`src/rtl/mips_md_pkg.sv`:
```
// Shared encodings and constants for the multiply/divide unit and its divider core.
package mips_md_pkg;

   localparam logic [1:0] MD_MULT  = 2'b00;
   localparam logic [1:0] MD_MULTU = 2'b01;
   localparam logic [1:0] MD_DIV   = 2'b10;
   localparam logic [1:0] MD_DIVU  = 2'b11;

   localparam int DIV_STEPS = 32;
   localparam int DIV_LAT   = 33;

   typedef enum logic [1:0] {
      ST_IDLE = 2'd0,
      ST_MUL  = 2'd1,
      ST_DIV  = 2'd2,
      ST_FIX  = 2'd3
   } mdState_t;

endpackage

```
`src/rtl/div_core.sv`:
```
// Unsigned restoring divider, one quotient bit per step; DIV_STEPS steps after load.
// No backpressure: the owner pulses step once per cycle and samples when done is high.
module div_core
   import mips_md_pkg::*;
(
   input  logic        clk,
   input  logic        rst,
   input  logic        load,
   input  logic [31:0] dividend,
   input  logic [31:0] divisor,
   input  logic        step,
   output logic [31:0] quotient,
   output logic [31:0] remainder,
   output logic        done
);

   logic [31:0] rem;
   logic [31:0] quo;
   logic [31:0] dvs;
   logic [5:0]  cnt;
   logic [32:0] shifted;

   // 33-bit partial remainder: the running remainder with the next dividend bit shifted in.
   assign shifted = {rem, quo[31]};

   always_ff @(posedge clk or negedge rst) begin
      if (!rst) begin
         rem <= '0;
         quo <= '0;
         dvs <= '0;
         cnt <= '0;
      end else if (load) begin
         rem <= '0;
         quo <= dividend;
         dvs <= divisor;
         cnt <= 6'(DIV_STEPS);
      end else if (step && cnt != 6'd0) begin
         cnt <= cnt - 6'd1;
         if (shifted >= {1'b0, dvs}) begin
            rem <= shifted[31:0] - dvs;
            quo <= {quo[30:0], 1'b1};
         end else begin
            rem <= shifted[31:0];
            quo <= {quo[30:0], 1'b0};
         end
      end
   end

   assign quotient  = quo;
   assign remainder = rem;
   assign done      = (cnt == 6'd0);

endmodule

```
`src/rtl/mult_div_unit.sv`:
```
// Iterative mult/multu/div/divu owning HI/LO: MUL_LAT busy cycles for multiply, 33 for divide.
// No backpressure: start/hilo_write while busy are dropped; the hazard unit stalls on busy.
module mult_div_unit
   import mips_md_pkg::*;
#(
   parameter int MUL_LAT  = 5,
   parameter int DIV_ITER = 32
) (
   input  logic        clk,
   input  logic        rst,
   input  logic [31:0] src_a,
   input  logic [31:0] src_b,
   input  logic        start,
   input  logic [1:0]  md_op,
   input  logic        hilo_write,
   input  logic        hilo_sel,
   output logic        busy,
   output logic [31:0] hi,
   output logic [31:0] lo
);

   mdState_t    state;
   logic [7:0]  cnt;
   logic [31:0] aLat;
   logic [31:0] bLat;
   logic        isSigned;
   logic        qNeg;
   logic        rNeg;
   logic        divZero;
   logic [31:0] hiReg;
   logic [31:0] loReg;

   logic        opSigned;
   logic        sa;
   logic        sb;
   logic [31:0] absA;
   logic [31:0] absB;
   logic [63:0] aExt;
   logic [63:0] bExt;
   logic [63:0] prod;
   logic        divLoad;
   logic        divStep;
   logic        divDone;
   logic [31:0] quo;
   logic [31:0] rem;

   assign opSigned = ~md_op[0];
   assign sa       = opSigned & src_a[31];
   assign sb       = opSigned & src_b[31];
   assign absA     = sa ? (32'd0 - src_a) : src_a;
   assign absB     = sb ? (32'd0 - src_b) : src_b;

   // Sign- or zero-extending to 64 bits lets one modular multiply serve both signednesses.
   assign aExt = {{32{isSigned & aLat[31]}}, aLat};
   assign bExt = {{32{isSigned & bLat[31]}}, bLat};
   assign prod = aExt * bExt;

   assign divLoad = (state == ST_IDLE) && start && md_op[1];
   assign divStep = (state == ST_DIV);

   div_core u_divCore (
      .clk       (clk),
      .rst       (rst),
      .load      (divLoad),
      .dividend  (absA),
      .divisor   (absB),
      .step      (divStep),
      .quotient  (quo),
      .remainder (rem),
      .done      (divDone)
   );

   always_ff @(posedge clk or negedge rst) begin
      if (!rst) begin
         state    <= ST_IDLE;
         cnt      <= '0;
         aLat     <= '0;
         bLat     <= '0;
         isSigned <= 1'b0;
         qNeg     <= 1'b0;
         rNeg     <= 1'b0;
         divZero  <= 1'b0;
         hiReg    <= '0;
         loReg    <= '0;
      end else begin
         case (state)
            ST_IDLE: begin
               if (start) begin
                  aLat     <= src_a;
                  bLat     <= src_b;
                  isSigned <= opSigned;
                  qNeg     <= sa ^ sb;
                  rNeg     <= sa;
                  divZero  <= (src_b == 32'd0);
                  if (md_op[1]) begin
                     state <= ST_DIV;
                     cnt   <= 8'(DIV_ITER - 1);
                  end else begin
                     state <= ST_MUL;
                     cnt   <= 8'(MUL_LAT - 1);
                  end
               end else if (hilo_write) begin
                  if (hilo_sel) hiReg <= src_a;
                  else          loReg <= src_a;
               end
            end
            ST_MUL: begin
               if (cnt == 8'd0) begin
                  hiReg <= prod[63:32];
                  loReg <= prod[31:0];
                  state <= ST_IDLE;
               end else begin
                  cnt <= cnt - 8'd1;
               end
            end
            ST_DIV: begin
               if (cnt == 8'd0) state <= ST_FIX;
               else             cnt   <= cnt - 8'd1;
            end
            ST_FIX: begin
               if (divDone) begin
                  // Divide by zero reports the raw dividend, so the sign fix-up is bypassed.
                  if (divZero) begin
                     loReg <= 32'hFFFF_FFFF;
                     hiReg <= aLat;
                  end else begin
                     loReg <= qNeg ? (32'd0 - quo) : quo;
                     hiReg <= rNeg ? (32'd0 - rem) : rem;
                  end
                  state <= ST_IDLE;
               end
            end
            default: state <= ST_IDLE;
         endcase
      end
   end

   assign busy = (state != ST_IDLE);
   assign hi   = hiReg;
   assign lo   = loReg;

endmodule

```
`config.mk`:
```
export PLATFORM = sky130hd
export DESIGN_NAME = mult_div_unit
export DESIGN_NICKNAME = d
export VERILOG_FILES = /design/src/rtl/mips_md_pkg.sv /design/src/rtl/div_core.sv /design/src/rtl/mult_div_unit.sv
export SDC_FILE = /design/constraint.sdc
export NUM_CORES = 2
export LEC_CHECK = 0
export ABC_CLOCK_PERIOD_IN_PS = 11190
export CAP_MARGIN = 0
export CORE_MARGIN = 2
export CORE_UTILIZATION = 60
export CTS_CLUSTER_SIZE = 20
export DETAILED_ROUTE_END_ITERATION = 12
export GPL_TIMING_DRIVEN = 0
export PLACE_DENSITY_LB_ADDON = 0.25
export SLEW_MARGIN = 30
export SYNTH_ARGS = -nofsm -noshare
export SYNTH_HDL_FRONTEND = slang
export SYNTH_HIERARCHICAL = 1
export SYNTH_SLANG_ARGS = --single-unit
```
`constraint.sdc`:
```
create_clock -name clk -period 11.19 [get_ports clk]
set_input_delay 1.119 -clock clk [delete_from_list [all_inputs] [get_ports clk]]
set_output_delay 1.119 -clock clk [all_outputs]
set_load 0.1 [all_outputs]
```
==> run_summary.xml <==
<?xml version="1.0" encoding="UTF-8"?>
<metrics>
  <group name="placed_design">
    <metric name="place_hpwl" unit="um">170000</metric>
    <metric name="routability_congestion_estimate" unit="">1.090</metric>
    <metric name="io_buffers" unit="">129</metric>
  </group>
  <group name="layout">
    <metric name="layout.cells.most_common_list" unit="">sky130_fd_sc_hd__inv_1, sky130_fd_sc_hd__fa_1, sky130_fd_sc_hd__nand2_1, sky130_fd_sc_hd__and2_1, sky130_fd_sc_hd__clkbuf_1</metric>
    <metric name="final_core_util" unit="%">65.14</metric>
    <metric name="fraction_of_final_layout_cells_with_drive_strength_greater_than_1" unit="%">3.370</metric>
    <metric name="num-nets-final" unit="">7666</metric>
    <metric name="area_growth_syn_to_layout" unit="%">7.278</metric>
    <metric name="layout.cells.most_common" unit="">sky130_fd_sc_hd__inv_1</metric>
  </group>
  <group name="grt">
    <metric name="grt_first_pass_wirelength" unit="um">307600</metric>
    <metric name="grt_antenna_before_repair" unit="">22</metric>
    <metric name="global_route.overflow_total" unit="">0</metric>
    <metric name="grt_max_degree" unit="">69</metric>
    <metric name="gr-usage-all-layers" unit="%">46.59</metric>
    <metric name="first_global_vias" unit="">47260</metric>
  </group>
  <group name="route">
    <metric name="drt_wl_total" unit="um">208700</metric>
    <metric name="route.antenna.remaining_nets" unit="">0</metric>
    <metric name="vias_per_cell" unit="">6.179</metric>
    <metric name="drt_iter0_drc" unit="">5335</metric>
    <metric name="vias" unit="">45850</metric>
    <metric name="wire_per_inst" unit="um">28.13</metric>
    <metric name="post-route-drc-count" unit="">0</metric>
    <metric name="detail_route.first_pass.iterations" unit="">7</metric>
  </group>
  <group name="setup_path">
    <metric name="cp.required" unit="ns">11.68</metric>
    <metric name="criticalPathCategory" unit="">flip-flop to flip-flop</metric>
    <metric name="endpoint_kind" unit="">flip-flop</metric>
    <metric name="critPathMaxFanout" unit="">10</metric>
    <metric name="worstSetupStartpointType" unit="">flip-flop</metric>
    <metric name="endpoint_arrival_time_on_the_critical_path" unit="ns">11.06</metric>
    <metric name="r2r_cells" unit="">26</metric>
    <metric name="regToRegSetupSlack" unit="ns">0.62</metric>
  </group>
  <group name="sta">
    <metric name="rsz0062_at_grt" unit="">no</metric>
    <metric name="max-slew-margin-rel" unit="%">24.20</metric>
    <metric name="slew_violations" unit="">0</metric>
    <metric name="final_tns_setup" unit="ns">0</metric>
    <metric name="worst-slew-pin-transition" unit="ns">1.137</metric>
    <metric name="timing.final.crit_share" unit="%">94.46</metric>
    <metric name="final-hold-violation-count" unit="">0</metric>
    <metric name="fin_skew" unit="ns">0.02204</metric>
    <metric name="max_clock_freq" unit="MHz">94.60</metric>
    <metric name="setup_viol" unit="">0</metric>
    <metric name="timing.final.crit_period" unit="ns">10.57</metric>
  </group>
  <group name="yosys">
    <metric name="yosys_register_bits" unit="">244</metric>
    <metric name="synth.distinct_cells" unit="">82</metric>
    <metric name="synth_sequential_area_ratio" unit="%">11.34</metric>
    <metric name="synth_async_sr_flop_share" unit="%">100.0</metric>
    <metric name="synth_flop_cell" unit="">sky130_fd_sc_hd__dfrtp_1</metric>
    <metric name="post_synth_inst_count" unit="">6050</metric>
    <metric name="synth.cell_area" unit="um2">53820</metric>
    <metric name="ys_warn_count" unit="">6</metric>
    <metric name="number_of_flops_mapped_to_enable_cells_by_yosys" unit="">0</metric>
    <metric name="syn_nets" unit="">7504</metric>
    <metric name="syn-mean-instance-area" unit="um2">8.897</metric>
  </group>
  <group name="clocking">
    <metric name="clkTransAtPathRegs" unit="ns">0.06</metric>
    <metric name="cts_made_buffers" unit="">28</metric>
    <metric name="cts.hold.buffers_added" unit="">0</metric>
    <metric name="clk_latency" unit="ns">0.59</metric>
    <metric name="cts_tree" unit="">built</metric>
    <metric name="cts-root-buf" unit="">sky130_fd_sc_hd__clkbuf_16</metric>
    <metric name="htree_levels" unit="">1</metric>
    <metric name="clock_path_buffers" unit="">3</metric>
    <metric name="num_clock_sinks" unit="">244</metric>
  </group>
  <group name="die">
    <metric name="die_area" unit="um2">92120</metric>
    <metric name="effective_utilization_at_floorplan" unit="%">60.72</metric>
    <metric name="rows" unit="">109</metric>
    <metric name="core-area" unit="um2">88650</metric>
    <metric name="num_io_pins" unit="">136</metric>
    <metric name="die_height" unit="um">303.5</metric>
    <metric name="floorplan.die.width" unit="um">303.5</metric>
  </group>
  <group name="flow_run">
    <metric name="maxCapViolations" unit="">0</metric>
  </group>
  <group name="status">
    <metric name="status" unit="">finished clean</metric>
  </group>
  <group name="hold_path">
    <metric name="hold_path_class" unit="">input pin to async pin</metric>
  </group>
</metrics>
-- final cells by class --
| class | instances | area, um2 |
|---|---|---|
| Inverter | 1195 | 4486 |
| Buffer | 374 | 1514 |
| Multi-Input combinational cell | 4237 | 41780 |
| Antenna cell | 22 | 55.05 |
| Tap cell | 1165 | 1458 |
| Timing Repair Buffer | 132 | 1379 |
| Fill cell | 7613 | 30910 |
| Clock inverter | 11 | 146.4 |
| Sequential cell | 244 | 6106 |
| Clock buffer | 39 | 822.0 |
-- flip-flops by register name, indices dropped and copies added (netlist names) --
register,flops
u_divCore/cnt,6
divZero,1
u_divCore/dvs,32
u_divCore/quotient,32
bLat,32
u_divCore/remainder,32
state,2
rNeg,1
lo,32
qNeg,1
hi,32
cnt,8
aLat,32
isSigned,1
-- synth_stat cells, types with 15 or more instances --
library cell | n | share of area, %
sky130_fd_sc_hd__nor3_1 | 40 | 0.37
sky130_fd_sc_hd__o31ai_1 | 27 | 0.38
sky130_fd_sc_hd__o21a_1 | 22 | 0.31
sky130_fd_sc_hd__a41oi_1 | 17 | 0.28
sky130_fd_sc_hd__dfrtp_1 | 244 | 11
sky130_fd_sc_hd__or4_1 | 16 | 0.22
sky130_fd_sc_hd__ha_1 | 257 | 6.0
sky130_fd_sc_hd__mux2_2 | 63 | 1.3
sky130_fd_sc_hd__o211ai_1 | 16 | 0.22
sky130_fd_sc_hd__nand3_1 | 43 | 0.40
sky130_fd_sc_hd__a22oi_1 | 25 | 0.35
sky130_fd_sc_hd__o21bai_1 | 17 | 0.24
sky130_fd_sc_hd__a21o_1 | 53 | 0.74
sky130_fd_sc_hd__a211oi_1 | 21 | 0.29
sky130_fd_sc_hd__fa_1 | 1126 | 42
sky130_fd_sc_hd__a21oi_1 | 161 | 1.5
sky130_fd_sc_hd__nor2_1 | 212 | 1.5
sky130_fd_sc_hd__mux2i_1 | 57 | 1.1
sky130_fd_sc_hd__a31oi_1 | 47 | 0.55
sky130_fd_sc_hd__buf_1 | 20 | 0.14
sky130_fd_sc_hd__and2_1 | 351 | 4.1
sky130_fd_sc_hd__inv_1 | 1194 | 8.3
sky130_fd_sc_hd__and3_1 | 36 | 0.42
sky130_fd_sc_hd__nor4_1 | 15 | 0.17
sky130_fd_sc_hd__nor2b_1 | 18 | 0.21
sky130_fd_sc_hd__nand4_1 | 23 | 0.27
sky130_fd_sc_hd__or2_2 | 15 | 0.17
sky130_fd_sc_hd__clkbuf_1 | 337 | 2.4
sky130_fd_sc_hd__nand2_1 | 954 | 6.7
sky130_fd_sc_hd__xnor2_1 | 119 | 1.9
sky130_fd_sc_hd__o21ai_0 | 248 | 2.3
sky130_fd_sc_hd__xor2_1 | 95 | 1.5
-- worst paths after layout --
path / start / end
min in group clk: lo[29]$_DFFE_PN0P_ / lo[29]$_DFFE_PN0P_
worst min-delay path: rst / lo[24]$_DFFE_PN0P_
worst min register to register: lo[29]$_DFFE_PN0P_ / lo[29]$_DFFE_PN0P_
worst max register to register: isSigned$_DFFE_PN0P_ / hi[28]$_DFFE_PN0P_
max in group asynchronous: rst / bLat[28]$_DFFE_PN0P_
worst max-delay path: isSigned$_DFFE_PN0P_ / hi[28]$_DFFE_PN0P_
-- cells by family after synthesis --
family	Yosys count	synth area share, %
multiplexers	120	2.378
adder cells (fa/ha/maj)	1383	47.85
buffers and inverters	1569	11.06
XOR/XNOR	214	3.482
AO/OA/AOI/OAI	746	8.692
flip-flops	244	11.34
AND/OR/NAND/NOR	1774	15.19
-- layer usage --
metal | wire (um) | up-vias | GRT usage (%)
met5 | 50 | - | 0
met2 | 87200 | 3213 | 66.67
li1 | - | 18780 | -
met3 | 30100 | 877 | 16.35
met4 | 18880 | 8 | 33.16
met1 | 72460 | 22970 | 59.07
-- critical path, stage by stage, from the launching register on --
cell,delay [ns]
sky130_fd_sc_hd__dfrtp_1,0.42
sky130_fd_sc_hd__clkbuf_1,0.41
sky130_fd_sc_hd__clkbuf_1,0.84
sky130_fd_sc_hd__and3_1,0.41
sky130_fd_sc_hd__fa_1,0.54
sky130_fd_sc_hd__fa_1,0.63
sky130_fd_sc_hd__fa_2,0.54
sky130_fd_sc_hd__inv_1,0.47
sky130_fd_sc_hd__fa_1,0.51
sky130_fd_sc_hd__inv_1,0.12
sky130_fd_sc_hd__fa_1,0.46
sky130_fd_sc_hd__fa_1,0.51
sky130_fd_sc_hd__fa_1,0.49
sky130_fd_sc_hd__inv_1,0.05
sky130_fd_sc_hd__fa_1,0.53
sky130_fd_sc_hd__inv_1,0.06
sky130_fd_sc_hd__ha_1,0.26
sky130_fd_sc_hd__clkbuf_1,0.33
sky130_fd_sc_hd__nand3_1,0.14
sky130_fd_sc_hd__nor3_1,0.36
sky130_fd_sc_hd__nand4_1,0.40
sky130_fd_sc_hd__a21oi_1,0.24
sky130_fd_sc_hd__o21ai_1,0.36
sky130_fd_sc_hd__a21bo_2,0.37
sky130_fd_sc_hd__a2111oi_0,0.55
sky130_fd_sc_hd__nor4_1,0.16
sky130_fd_sc_hd__o32ai_1,0.29
-- through the flow --
step | instance area (um2) | hold slack, ns | worst slack (ns) | cells
finish | 57740 | 0.4417 | 0.6195 | 7419
floorplan | 53820 | 0.4836 | 2.990 | 6050
global route | 57690 | 0.4699 | 0.1982 | 7400
global placement | 56570 | 0.4747 | -1.582 | 7344
detailed placement | 56700 | 0.4829 | 0.3477 | 7347
CTS | 57670 | 0.4525 | 0.2796 | 7397
-- timing repair --
action	4_1_cts	5_1_grt
buffers inserted	0	0
setup endpoints to repair	0	4
resized for setup	0	4
Power is not shown: default switching activity piles up to over one toggle a cycle in this logic, so the estimate is an artifact.
